[src/rtl/iommu_reg_arbiter.sv]
// iommu_reg_arbiter
//   Round-robin arbiter that shares the IOMMU register-map port between
//   N_REQ requesters (AXI programming path, debug path, HW-initiated).
//   Only one access is outstanding at a time. The granted access is held
//   until the register map answers. A watchdog forces an error completion
//   if no answer arrives within TIMEOUT busy cycles.
//
// Ports
//   clk_i, rst_i      rising-edge clock, asynchronous active-high reset
//   req_valid_i       per-requester access valid, held until req_ready_o
//   req_write_i       per-requester direction (1 = write)
//   req_addr_i        per-requester address, packed N_REQ*ADDR_WIDTH
//   req_wdata_i       per-requester write data, packed N_REQ*DATA_WIDTH
//   req_wstrb_i       per-requester byte strobes, packed N_REQ*DATA_WIDTH/8
//   req_ready_o       one-cycle completion pulse to the granted requester
//   req_rdata_o       read data, non-zero only with req_ready_o
//   req_error_o       error flag, non-zero only with req_ready_o
//   reg_valid_o       downstream access valid
//   reg_write_o       downstream direction
//   reg_addr_o        downstream address
//   reg_wdata_o       downstream write data
//   reg_wstrb_o       downstream byte strobes
//   reg_ready_i       downstream completion
//   reg_rdata_i       downstream read data
//   reg_error_i       downstream error
//   timeout_o         one-cycle pulse when the watchdog ends an access

module iommu_reg_arbiter #(
  parameter int unsigned N_REQ      = 2,
  parameter int unsigned ADDR_WIDTH = 32,
  parameter int unsigned DATA_WIDTH = 32,
  parameter int unsigned TIMEOUT    = 255
) (
  input  logic                              clk_i,
  input  logic                              rst_i,

  input  logic [N_REQ-1:0]                  req_valid_i,
  input  logic [N_REQ-1:0]                  req_write_i,
  input  logic [N_REQ*ADDR_WIDTH-1:0]       req_addr_i,
  input  logic [N_REQ*DATA_WIDTH-1:0]       req_wdata_i,
  input  logic [N_REQ*(DATA_WIDTH/8)-1:0]   req_wstrb_i,
  output logic [N_REQ-1:0]                  req_ready_o,
  output logic [DATA_WIDTH-1:0]             req_rdata_o,
  output logic                              req_error_o,

  output logic                              reg_valid_o,
  output logic                              reg_write_o,
  output logic [ADDR_WIDTH-1:0]             reg_addr_o,
  output logic [DATA_WIDTH-1:0]             reg_wdata_o,
  output logic [DATA_WIDTH/8-1:0]           reg_wstrb_o,
  input  logic                              reg_ready_i,
  input  logic [DATA_WIDTH-1:0]             reg_rdata_i,
  input  logic                              reg_error_i,

  output logic                              timeout_o
);

  localparam int unsigned STRB_WIDTH = DATA_WIDTH / 8;
  localparam int unsigned IDX_WIDTH  = (N_REQ > 1) ? $clog2(N_REQ) : 1;
  // Counter must be able to hold TIMEOUT itself: that value marks the
  // forced-completion cycle that follows the last waiting cycle.
  localparam int unsigned CNT_WIDTH  = $clog2(TIMEOUT + 1);

  typedef enum logic [0:0] {
    ST_IDLE = 1'b0,
    ST_BUSY = 1'b1
  } state_e;

  typedef struct packed {
    logic                  write;
    logic [ADDR_WIDTH-1:0] addr;
    logic [DATA_WIDTH-1:0] wdata;
    logic [STRB_WIDTH-1:0] wstrb;
  } access_t;

  state_e               state_q, state_d;
  logic [IDX_WIDTH-1:0] ptr_q,   ptr_d;
  logic [IDX_WIDTH-1:0] grant_q, grant_d;
  logic [CNT_WIDTH-1:0] cnt_q,   cnt_d;
  access_t              acc_q,   acc_d;

  logic                 sel_found;
  logic [IDX_WIDTH-1:0] sel_idx;
  logic [IDX_WIDTH-1:0] cand;
  access_t              sel_acc;
  logic [IDX_WIDTH-1:0] ptr_next;
  logic                 wd_fired;

  // Round-robin search: first valid requester at or above ptr_q, wrapping.
  always_comb begin
    sel_found = 1'b0;
    sel_idx   = '0;
    cand      = '0;
    for (int unsigned k = 0; k < N_REQ; k++) begin
      cand = IDX_WIDTH'((32'(ptr_q) + k) % N_REQ);
      if (!sel_found && req_valid_i[cand]) begin
        sel_found = 1'b1;
        sel_idx   = cand;
      end
    end
  end

  // Payload of the requester chosen by the search above.
  always_comb begin
    sel_acc.write = req_write_i[sel_idx];
    sel_acc.addr  = req_addr_i[32'(sel_idx) * ADDR_WIDTH +: ADDR_WIDTH];
    sel_acc.wdata = req_wdata_i[32'(sel_idx) * DATA_WIDTH +: DATA_WIDTH];
    sel_acc.wstrb = req_wstrb_i[32'(sel_idx) * STRB_WIDTH +: STRB_WIDTH];
  end

  // Pointer moves past the requester that just completed.
  assign ptr_next = (grant_q == IDX_WIDTH'(N_REQ - 1)) ? '0 : grant_q + IDX_WIDTH'(1);

  // Counter at TIMEOUT means every waiting cycle has been spent.
  assign wd_fired = (cnt_q == CNT_WIDTH'(TIMEOUT));

  // Next-state and response logic.
  always_comb begin
    state_d     = state_q;
    ptr_d       = ptr_q;
    grant_d     = grant_q;
    cnt_d       = cnt_q;
    acc_d       = acc_q;
    reg_valid_o = 1'b0;
    req_ready_o = '0;
    req_rdata_o = '0;
    req_error_o = 1'b0;
    timeout_o   = 1'b0;

    case (state_q)
      ST_IDLE: begin
        if (sel_found) begin
          acc_d   = sel_acc;
          grant_d = sel_idx;
          cnt_d   = '0;
          state_d = ST_BUSY;
        end
      end

      ST_BUSY: begin
        if (wd_fired) begin
          // Forced completion: downstream is released, a late answer is ignored.
          req_ready_o[grant_q] = 1'b1;
          req_error_o          = 1'b1;
          timeout_o            = 1'b1;
          ptr_d                = ptr_next;
          state_d              = ST_IDLE;
        end else begin
          reg_valid_o = 1'b1;
          if (reg_ready_i) begin
            req_ready_o[grant_q] = 1'b1;
            req_rdata_o          = reg_rdata_i;
            req_error_o          = reg_error_i;
            ptr_d                = ptr_next;
            state_d              = ST_IDLE;
          end else begin
            cnt_d = cnt_q + CNT_WIDTH'(1);
          end
        end
      end

      default: state_d = ST_IDLE;
    endcase
  end

  // State and held-access registers.
  always_ff @(posedge clk_i or posedge rst_i) begin
    if (rst_i) begin
      state_q <= ST_IDLE;
      ptr_q   <= '0;
      grant_q <= '0;
      cnt_q   <= '0;
      acc_q   <= '0;
    end else begin
      state_q <= state_d;
      ptr_q   <= ptr_d;
      grant_q <= grant_d;
      cnt_q   <= cnt_d;
      acc_q   <= acc_d;
    end
  end

  assign reg_write_o = acc_q.write;
  assign reg_addr_o  = acc_q.addr;
  assign reg_wdata_o = acc_q.wdata;
  assign reg_wstrb_o = acc_q.wstrb;

endmodule

[config.mk]
export PLATFORM = sky130hd
export DESIGN_NAME = iommu_reg_arbiter
export DESIGN_NICKNAME = d
export VERILOG_FILES = /design/src/rtl/iommu_reg_arbiter.sv
export SDC_FILE = /design/constraint.sdc
export NUM_CORES = 1
export LEC_CHECK = 0
export CORE_AREA = 2 2 110 112
export CTS_BUF_LIST = sky130_fd_sc_hd__clkbuf_8 sky130_fd_sc_hd__clkbuf_16
export CTS_CLUSTER_DIAMETER = 100
export CTS_CLUSTER_SIZE = 25
export DETAILED_ROUTE_END_ITERATION = 10
export DIE_AREA = 0 0 112 114
export PLACE_DENSITY = 0.83
export RECOVER_POWER = 50
export SKIP_CTS_REPAIR_TIMING = 1
export SLEW_MARGIN = 40
export SYNTH_ARGS = -nofsm -noshare
export SYNTH_HDL_FRONTEND = slang
export SYNTH_SLANG_ARGS = --single-unit
export TNS_END_PERCENT = 50
[constraint.sdc]
create_clock -name clk_i -period 5.8 [get_ports clk_i]
set_input_delay 0.87 -clock clk_i [delete_from_list [all_inputs] [get_ports clk_i]]
set_output_delay 0.87 -clock clk_i [all_outputs]
set_load 0.1 [all_outputs]
### Yosys cells after proc, flatten, opt, wreduce, memory -nomap -nowiden

Cells that the tools add are included.

| word-level totals | value |
|---|---|
| output and inout bits | 106 |
| logic and storage cells | 67 |
| RAM bits | 0 |
| bits of input ports | 176 |
| memories kept | 0 |
| flip-flop bits (word level) | 80 |
| memory bits (read-only) | 0 |
| bits in latches | 0 |

| cells by class | value |
|---|---|
| multipliers | 0 |
| add/sub/neg operators | 3 |
| shift-type cells | 3 |
| reduce and logical (&&, ||, !) cells | 7 |
| bitwise gates (word level) | 1 |
| divide/modulo/power cells | 0 |
| eq/ne operators | 4 |
| mux-type cells | 36 |
| $lt $le $gt $ge | 5 |

Operators by type and width:

| cell | number |
|---|---|
| 64-bit by 7-bit variable part select with 32-bit output | 2 |
| 32-bit 2-to-1 mux | 3 |
| 1-bit 2-to-1 mux | 24 |
| 8-bit 2-to-1 mux | 3 |
| 8-bit one-hot mux with 2 select lines | 1 |
| 8-bit by 1-bit adder with 8-bit output, second input constant | 1 |
| 8-bit == test, second input constant | 1 |
| 1-bit by 2-bit less-than comparator with 1-bit output, second input constant | 4 |
| 8-bit by 4-bit variable part select with 4-bit output | 1 |
| 2-bit 2-to-1 mux | 3 |
| 2-bit inequality test, second input constant | 3 |
| 2-bit AND reduction | 2 |
| 3-bit AND reduction | 1 |
| 1-bit adder, second input constant | 2 |
| 1-bit logical AND | 2 |
| 1-bit one-hot mux with 2 select lines | 1 |
| 2-bit nonzero test | 1 |
| 1-bit demux with 1-bit select | 1 |
| 1-bit >= comparator, second input constant | 1 |
| 1-bit logical NOT | 1 |
| 1-bit inverter | 1 |

### Depth between registers and ports, before layout

Gate-level depths: netlist of the first run.

| depth | value |
|---|---|
| word-level depth | 8 |
| gate-level depth with buffers | 7 |
| gate-level depth less buffers | 5 |

### Worst setup path after synthesis of the first run

No wires, ideal clock.

| timing | value |
|---|---|
| kind | flip-flop to output port |
| start | reg cnt_q[0] |
| end | out req_error_o |
| arrival time | 2.329 ns |
| buffers on the path | 0 |
| cell stages (with the launch flop) | 6 |
| required time | 4.930 ns |
| slack | 2.601 ns |
| cells stage by stage | dfrtp_1 > ha_1 > nand4_2 > nor2_2 > o21ai_0 > nor2_1 |

| between the ends | value |
|---|---|
| cells in the longest elaborated chain, start to end | 3 |

RTL lines:

| what | line | source |
|---|---|---|
| start: declaration | 79 | `logic [CNT_WIDTH-1:0] cnt_q, cnt_d;` |
| start signal: assignment | 178 | `cnt_q <= cnt_d;` |
| 8-bit == test | 115 | `assign wd_fired = (cnt_q == CNT_WIDTH'(TIMEOUT));` |
| 1-bit 2-to-1 mux | 141 | `if (wd_fired) begin` |
| 1-bit 2-to-1 mux | 130 | `case (state_q)` |
| end: declaration | 44 | `output logic req_error_o,` |

No other way between the ends.

### Worst setup path in the final report of the first run

| timing | value |
|---|---|
| start | in reg_ready_i |
| end | out req_rdata_o[28] |

| between the ends | value |
|---|---|
| cells in the longest elaborated chain, start to end | 3 |

RTL lines:

| what | line | source |
|---|---|---|
| start: declaration | 51 | `input logic reg_ready_i,` |
| 32-bit 2-to-1 mux | 150 | `if (reg_ready_i) begin` |
| 32-bit 2-to-1 mux | 141 |  |
| 32-bit 2-to-1 mux | 130 |  |
| end: declaration | 43 | `output logic [DATA_WIDTH-1:0] req_rdata_o,` |

No other way between the ends.

==> key figures, run 1 <==
Hold path
  – HP Start: reg_addr_o[13]
  – HP Class: flip-flop to flip-flop

Global routing
  – Most crowded layer after global routing: met2
  – Largest net degree at the start of global routing: between 80 and 90
  – Overflow after GRT: 0
  – First-pass GRT wire length: 18.19 mm
  – Grt met2 use: 0.3301
  – Vias in the first global route: 3748
  – Met1 global-route usage: 0.1996
  – Initial antenna violation count: 0
  – Met3 GRT Util: 0.04410
  – GRT Total Usage: 0.1760

Critical path
  – Critical path class: input pin to primary output
  – Crit path from: reg_ready_i
  – Bufs and invs on worst path: 2
  – Delay-heaviest family, CP: buffers and inverters
  – Critical path fanouts, max: 32
  – Crit-path cells: dlygate4sd3_1 > and3b_2 > and2_4 > buf_2
  – Reg2reg end: reg_addr_o[24]
  – Crit path launch type: input pin
  – Arr. time, crit path: ~2.6 ns
  – Crit path depth: 4
  – Required time of the critical path: between 4 and 5 ns
  – Crit end category: primary output
  – Critical Path Max Stage Delay: between 0.5 and 0.6 ns
  – R2r startpoint: state_q
  – Slowest CP cell: dlygate4sd3_1
  – R2r worst-path depth: 3
  – Reg2Reg Setup Slack: around 3.7 ns
  – Worst setup endpoint: req_rdata_o[28]

Timing
  – Setup violators final: 0
  – Final clock period utilization by the worst path: 0.6048
  – Worst setup slack after layout: between 2 and 2.5 ns
  – Hold slack: 0.4767 ns
  – Hold Violations, Final: 0
  – FMAX: about 290 MHz
  – TNS Setup: 0 ns
  – Final Critical Period: 3.508 ns
  – RSZ-0062 raised after global routing: false
  – Max-slew violation count: 0
  – Worst slew pin tran: roughly 1.2 ns
  – Setup Skew: between 0.01 and 0.015 ns
  – Max_slew headroom: 0.1844

Placement
  – Detailed Place HPWL: around 9.2 mm
  – Placed cells: between 800 and 900
  – GPL Wtd Cong: just over 0.8
  – PortBufs: around 280
  – Post-Place Setup Slack: around 2.4 ns

CTS
  – Clock Tree Buf Depth: 2
  – Clock slew at reported path FFs: roughly 0.060 ns
  – CTS Buf Count: 9
  – Root Buffer: clkbuf_16
  – CTS tree: built
  – Skew-Pair Late Insertion Delay: 0.33 ns
  – Htree depth: 3
  – Clk sink count: 80

Die
  – Die height: ~110 um
  – CORE AREA: 0.01171 mm^2
  – Starting density of the core: 0.3487
  – Ports: 282
  – Row count: 40
  – Die area: around 0.013 mm^2
  – Die width: 112 um

Yosys
  – Synth area leaders: dfrtp_1, mux2i_1, o21ai_0, nand2_1, and2_4
  – Post-Syn Area: ~0.0041 mm^2
  – Syn Inst Count: 403
  – Cell taking the most area after synthesis: dfrtp_1
  – Synth unique cells: 31
  – EDFF count, synth: 0
  – Synth warn: 0
  – Post-synth top cells: dfrtp_1, nand2_1, o21ai_0, mux2i_1, and2_4
  – Share of the synthesized area in the top cell type: 0.4902
  – Sequential share of the synthesized area: 0.4902
  – Top_reg_cell synth: dfrtp_1
  – Most frequent cell after synthesis: dfrtp_1
  – #FFs+latches synth: 80
  – Ys async rst share: 1.000
  – Avg Inst Size Synth: about 10 um^2
  – Synth Net Count: just under 600

Power and ir drop
  – Combinational fraction of design power: 0.616
  – Leakage power: 3.186 nW
  – Switching power: approximately 2.3 mW
  – Maximum VDD drop: roughly 0.37 mV
  – Switching share of power: 0.6099
  – Clk pwr share: 0.153
  – P per Cell Area: 571.4 mW/mm^2
  – Int Pwr: 1.488 mW
  – Flop pwr share: 0.231

Layout
  – Nets: about 850
  – Filler Cells Inserted: 994
  – Post-layout instance count excluding filler cells: just over 800
  – Multi-input logic area: between 0.0015 and 0.002 mm^2
  – FF+latch area: roughly 0.0020 mm^2
  – P&R area growth vs syn: 63.45%
  – ANT cells: 0
  – Ratio of cells with drive above 1 in the final layout: 0.1731

Run
  – Max-Cap Viols: 0

Route
  – DR pass1 iterations: 5
  – Via/cell ratio: around 4.7
  – Initial DRC count: between 100 and 150
  – Drt total wl: 11.65 mm
  – Avg WL per Cell: 14.16 um
  – DRT antenna net count: 0
  – Post-route DRC: 0
  – Vias: between 3000 and 4000

Outcome
  – Status: finished clean
==> state kept, by name (all words and copies together) (netlist names) <==
register / cells
reg_write_o: 1
cnt_q: 8
reg_addr_o: 32
reg_wstrb_o: 4
ptr_q: 1
reg_wdata_o: 32
grant_q: 1
state_q: 1
==> how the worst min path moves through the flow <==
stage                                 end  slack, ns  depth (start not counted)
after floorplan                     ptr_q       0.47                          1
final                      reg_addr_o[13]       0.48                          2
after global routing       reg_addr_o[30]       0.51                          2
after detailed placement  reg_wdata_o[21]       0.46                          2
after CTS                  reg_addr_o[22]       0.48                          2
after global placement     reg_wdata_o[5]       0.46                          2
==> layout make-up <==
cell class | instances | share of cell area
clock buffers | 10 | 0.03580
multi-input cells | 290 | 0.2857
repair buffers | 285 | 0.3372
inverters | 5 | 0.002999
flip-flops and latches | 80 | 0.2999
clock inverters | 6 | 0.01087
well taps | 147 | 0.02755
==> placed cells by master, fill, tap and decap left out, drive strengths merged, types with 2 or more instances in the layout <==
cell type      count
dfrtp             80
clkbuf            62
nor4               2
clkinv             2
nor2               7
clkdlybuf4s50    173
nand4              2
inv                7
nor3               2
buf               58
nand2             77
dlygate4sd3        2
o21ai             77
a21o               2
nand3              5
and2              33
mux2i             71
==> worst register-to-register path: stages (launching register included) <==
cell and delay, ns:
dfrtp_1 0.54, or2_4 0.58, buf_4 0.65, o21ai_0 0.24
==> kinds of logic (layout without fill, tap and decap cells) <==
family	count (synthesis)	after routing	synth area share
AO/OA/AOI/OAI	84	84	0.1097
AND/OR/NAND/NOR	133	133	0.1740
flip-flops	80	80	0.4902
multiplexers	72	72	0.1768
buffers and inverters	33	306	0.04626
adder cells (fa/ha/maj)	1	1	0.003063
==> layer usage <==
layer / share of wire / wire [um] / up-vias
li1: - / - / 1911
met3: 0.067 / 780 / 9
met1: 0.39 / 4520 / 1754
met4: 0.0058 / 68 / 0
met2: 0.54 / 6283 / 157
met5: 0 / 0 / -
==> power groups by stage <==
stage                     combinational [mW]  sequential [mW]  clock, mW
after detailed placement                2.41            0.887          0
final                                   2.35            0.881      0.583
after global placement                  2.60            0.881          0
after CTS                               2.41            0.880      0.599
after floorplan                        0.571             2.28          0
after global routing                    2.44            0.912      0.626
==> metrics by stage <==
stage / power [mW] / area (um^2) / util
final: 3.814 / 6675 / 0.5700
after global routing: 3.974 / 6675 / 0.5700
after CTS: 3.886 / 6740 / 0.5755
after detailed placement: 3.296 / 6429 / 0.5489
after global placement: 3.476 / 6955 / 0.5939
after floorplan: 2.846 / 4084 / -
No activity file was read; power rests on OpenSTA's default activity.
==> inputs of run 2 (changes only) <==
--- a/config.mk
+++ b/config.mk
@@ -5,13 +5,13 @@
 export SDC_FILE = /design/constraint.sdc
 export NUM_CORES = 1
 export LEC_CHECK = 0
-export CORE_AREA = 2 2 110 112
+export CORE_MARGIN = 2
+export CORE_UTILIZATION = 32
 export CTS_BUF_LIST = sky130_fd_sc_hd__clkbuf_8 sky130_fd_sc_hd__clkbuf_16
 export CTS_CLUSTER_DIAMETER = 100
 export CTS_CLUSTER_SIZE = 25
 export DETAILED_ROUTE_END_ITERATION = 10
-export DIE_AREA = 0 0 112 114
-export PLACE_DENSITY = 0.83
+export PLACE_DENSITY = 0.79
 export RECOVER_POWER = 50
 export SKIP_CTS_REPAIR_TIMING = 1
 export SLEW_MARGIN = 40
==> constraint.sdc (replaced) <==
create_clock -name clk_i -period 3.07 [get_ports clk_i]
set_input_delay 0.4605 -clock clk_i [delete_from_list [all_inputs] [get_ports clk_i]]
set_output_delay 0.4605 -clock clk_i [all_outputs]
set_load 0.1 [all_outputs]
==> key figures, run 2 (synthesis results as in run 1) <==
Critical path
  – Slowest CP cell: and3b_2
  – Crit path from: cnt_q[0]
  – Crit end category: primary output
  – Arr. time, crit path: 2.18 ns (-0.46 ns)
  – Required time of the critical path: 2.61 ns (-2.32 ns)
  – R2r worst-path depth: 5 (+2)
  – Crit path launch type: flip-flop
  – Delay-heaviest family, CP: simple AND/OR/NAND/NOR gates
  – Reg2Reg Setup Slack: 1.34 ns (-2.31 ns)
  – Critical Path Max Stage Delay: 0.58 ns (+0.02 ns)
  – R2r startpoint: cnt_q[0]
  – Bufs and invs on worst path: 1 (-1)
  – Reg2reg end: cnt_q[3]
  – Crit-path cells: ha_1 > nand4_2 > nor2_2 > and3b_2 > and2_2 > buf_12
  – Critical path class: flip-flop to primary output
  – Critical path fanouts, max: 32 (unchanged)

Layout
  – Most common cell after layout, fill and taps aside: clkdlybuf4s50_1
  – P&R area growth vs syn: 78.65%
  – Nets: 849 (+0.12%)
  – Ratio of cells with drive above 1 in the final layout: 0.1684 (-0.004687)
  – Most frequent cells in the layout: clkdlybuf4s50_1, dfrtp_1, nand2_1
  – Core Util, Final: 0.5829 (+0.01289)
  – Filler Cells Inserted: 1120 (+13%)
  – Design area: 0.007296 mm^2 (+9.3%)
  – Multi-input logic area: 0.001907 mm^2 (unchanged)
  – ANT cells: 0 (unchanged)
  – FF+latch area: 0.002002 mm^2 (unchanged)

Route
  – Initial DRC count: 82 (-36%)
  – DR pass1 iterations: 4 (-1)
  – DRT antenna net count: 0 (unchanged)
  – Vias: 3914 (+2.2%)
  – Via/cell ratio: 4.610 (-0.96%)
  – Drt total wl: 12.50 mm (+7.3%)
  – Post-route DRC: 0 (unchanged)
  – Avg WL per Cell: 14.73 um (+4.0%)

Global routing
  – Initial antenna violation count: 0 (unchanged)
  – Vias in the first global route: 3844 (+2.6%)
  – Largest net degree at the start of global routing: 76 (-6.2%)
  – GRT Total Usage: 0.1782 (+0.002221)
  – Overflow after GRT: 0 (unchanged)
  – First-pass GRT wire length: 18.82 mm (+3.5%)

CTS
  – CTS tree: built
  – CTS Buf Count: 9 (unchanged)
  – Skew-Pair Late Insertion Delay: 0.33 ns (about the same)
  – Clk sink count: 80 (unchanged)
  – Root Buffer: clkbuf_16
  – Clock Tree Buf Depth: 2 (unchanged)
  – Clock slew at reported path FFs: 0.06 ns (about the same)
  – Htree depth: 3 (unchanged)

Hold path
  – Hold path endpoint: reg_wdata_o[14]
  – HP Start: reg_wdata_o[14]
  – Hold path cells: 2 (unchanged)
  – HP Class: flip-flop to flip-flop

Timing
  – Max_slew headroom: -0.2299 (-0.4143)
  – Setup violators final: 0 (unchanged)
  – Final Critical Period: about 2.6 ns
  – Hold Violations, Final: 0 (unchanged)
  – Hold slack: 0.4753 ns (-0.001440 ns)
  – Worst slew pin tran: 1.835 ns (+0.6061 ns)
  – RSZ-0062 raised after global routing: false
  – Worst setup slack after layout: 0.4257 ns (-1.866 ns)
  – TNS Setup: 0 ns (unchanged)
  – Max-slew violation count: 41 (+41)
  – Final clock period utilization by the worst path: 0.8613
  – Setup Skew: 0.008231 ns (-0.002570 ns)
  – FMAX: between 300 and 400 MHz

Die
  – Row count: 41 (+2.5%)
  – Die area: 0.01368 mm^2 (+7.2%)
  – Die height: 117.0 um (+2.6%)
  – Ports: 282 (unchanged)
  – Starting density of the core: 0.3263 (-0.02245)
  – Die width: 117.0 um (+4.4%)
  – CORE AREA: 0.01252 mm^2 (+6.9%)

Placement
  – DP Area: 0.007179 mm^2 (+12%)
  – Detailed Place HPWL: 10.28 mm (+11%)
  – PortBufs: 281 (unchanged)
  – Post-Place Setup Slack: 0.6789 ns (-1.677 ns)
  – GPL Wtd Cong: 0.7838 (-3.6%)

Power and ir drop
  – P per Cell Area: 1024 mW/mm^2 (+79%)
  – Leakage power: 3.333 nW (+4.6%)
  – Maximum VDD drop: 0.6377 mV (+74%)

Outcome
  – Status: complete, but fails checks
  – Failing checks: capacitance limit, slew limit

Run
  – Max-Cap Viols: 1 (+1)
run 2: worst max path at each step:
stage | end | slack [ns] | cells after the start
finish | req_rdata_o[0] | 0.43 | 6
global route | req_rdata_o[0] | 0.26 | 6
floorplan | req_error_o | 0.28 | 5
detailed placement | req_rdata_o[0] | 0.68 | 4
CTS | req_rdata_o[0] | 0.40 | 6
global placement | req_rdata_o[0] | 0.73 | 4
run 2: worst reg2reg max path, cell delays in order, from the launching register on:
cell and delay [ns]:
dfrtp_1 0.41, ha_1 0.25, and4_2 0.27, a41oi_2 0.36, nand4_1 0.17, mux2i_1 0.14
run 2: routing by layer:
layer  global-route usage  vias up  part of all wire
met5                    0        -                 0
met3              0.05973       23             0.090
met1               0.1802     1793              0.35
met2               0.3364      184              0.54
li1                     -     1914                 -
met4              0.06980        0             0.026
run 2: through the flow:
stage / instances / power, mW
after detailed placement: 833 / 6.654
after floorplan: 403 / 5.377
final: 849 / 7.474
after global routing: 849 / 7.782
after CTS: 849 / 7.785
after global placement: 833 / 6.593
run 2: cell type report:
cell class / instances / share of cell area
Clock buffer: 10 / 0.03276
Clock inverter: 6 / 0.01046
Inverter: 5 / 0.002744
Multi-Input combinational cell: 290 / 0.2614
Sequential cell: 80 / 0.2744
Tap cell: 172 / 0.02950
Timing Repair Buffer: 286 / 0.3888
run 2: where the power goes:
part	internal, mW	switching (mW)
Combinational	0.906	3.77
Clock	0.724	0.395
Sequential	1.44	0.236
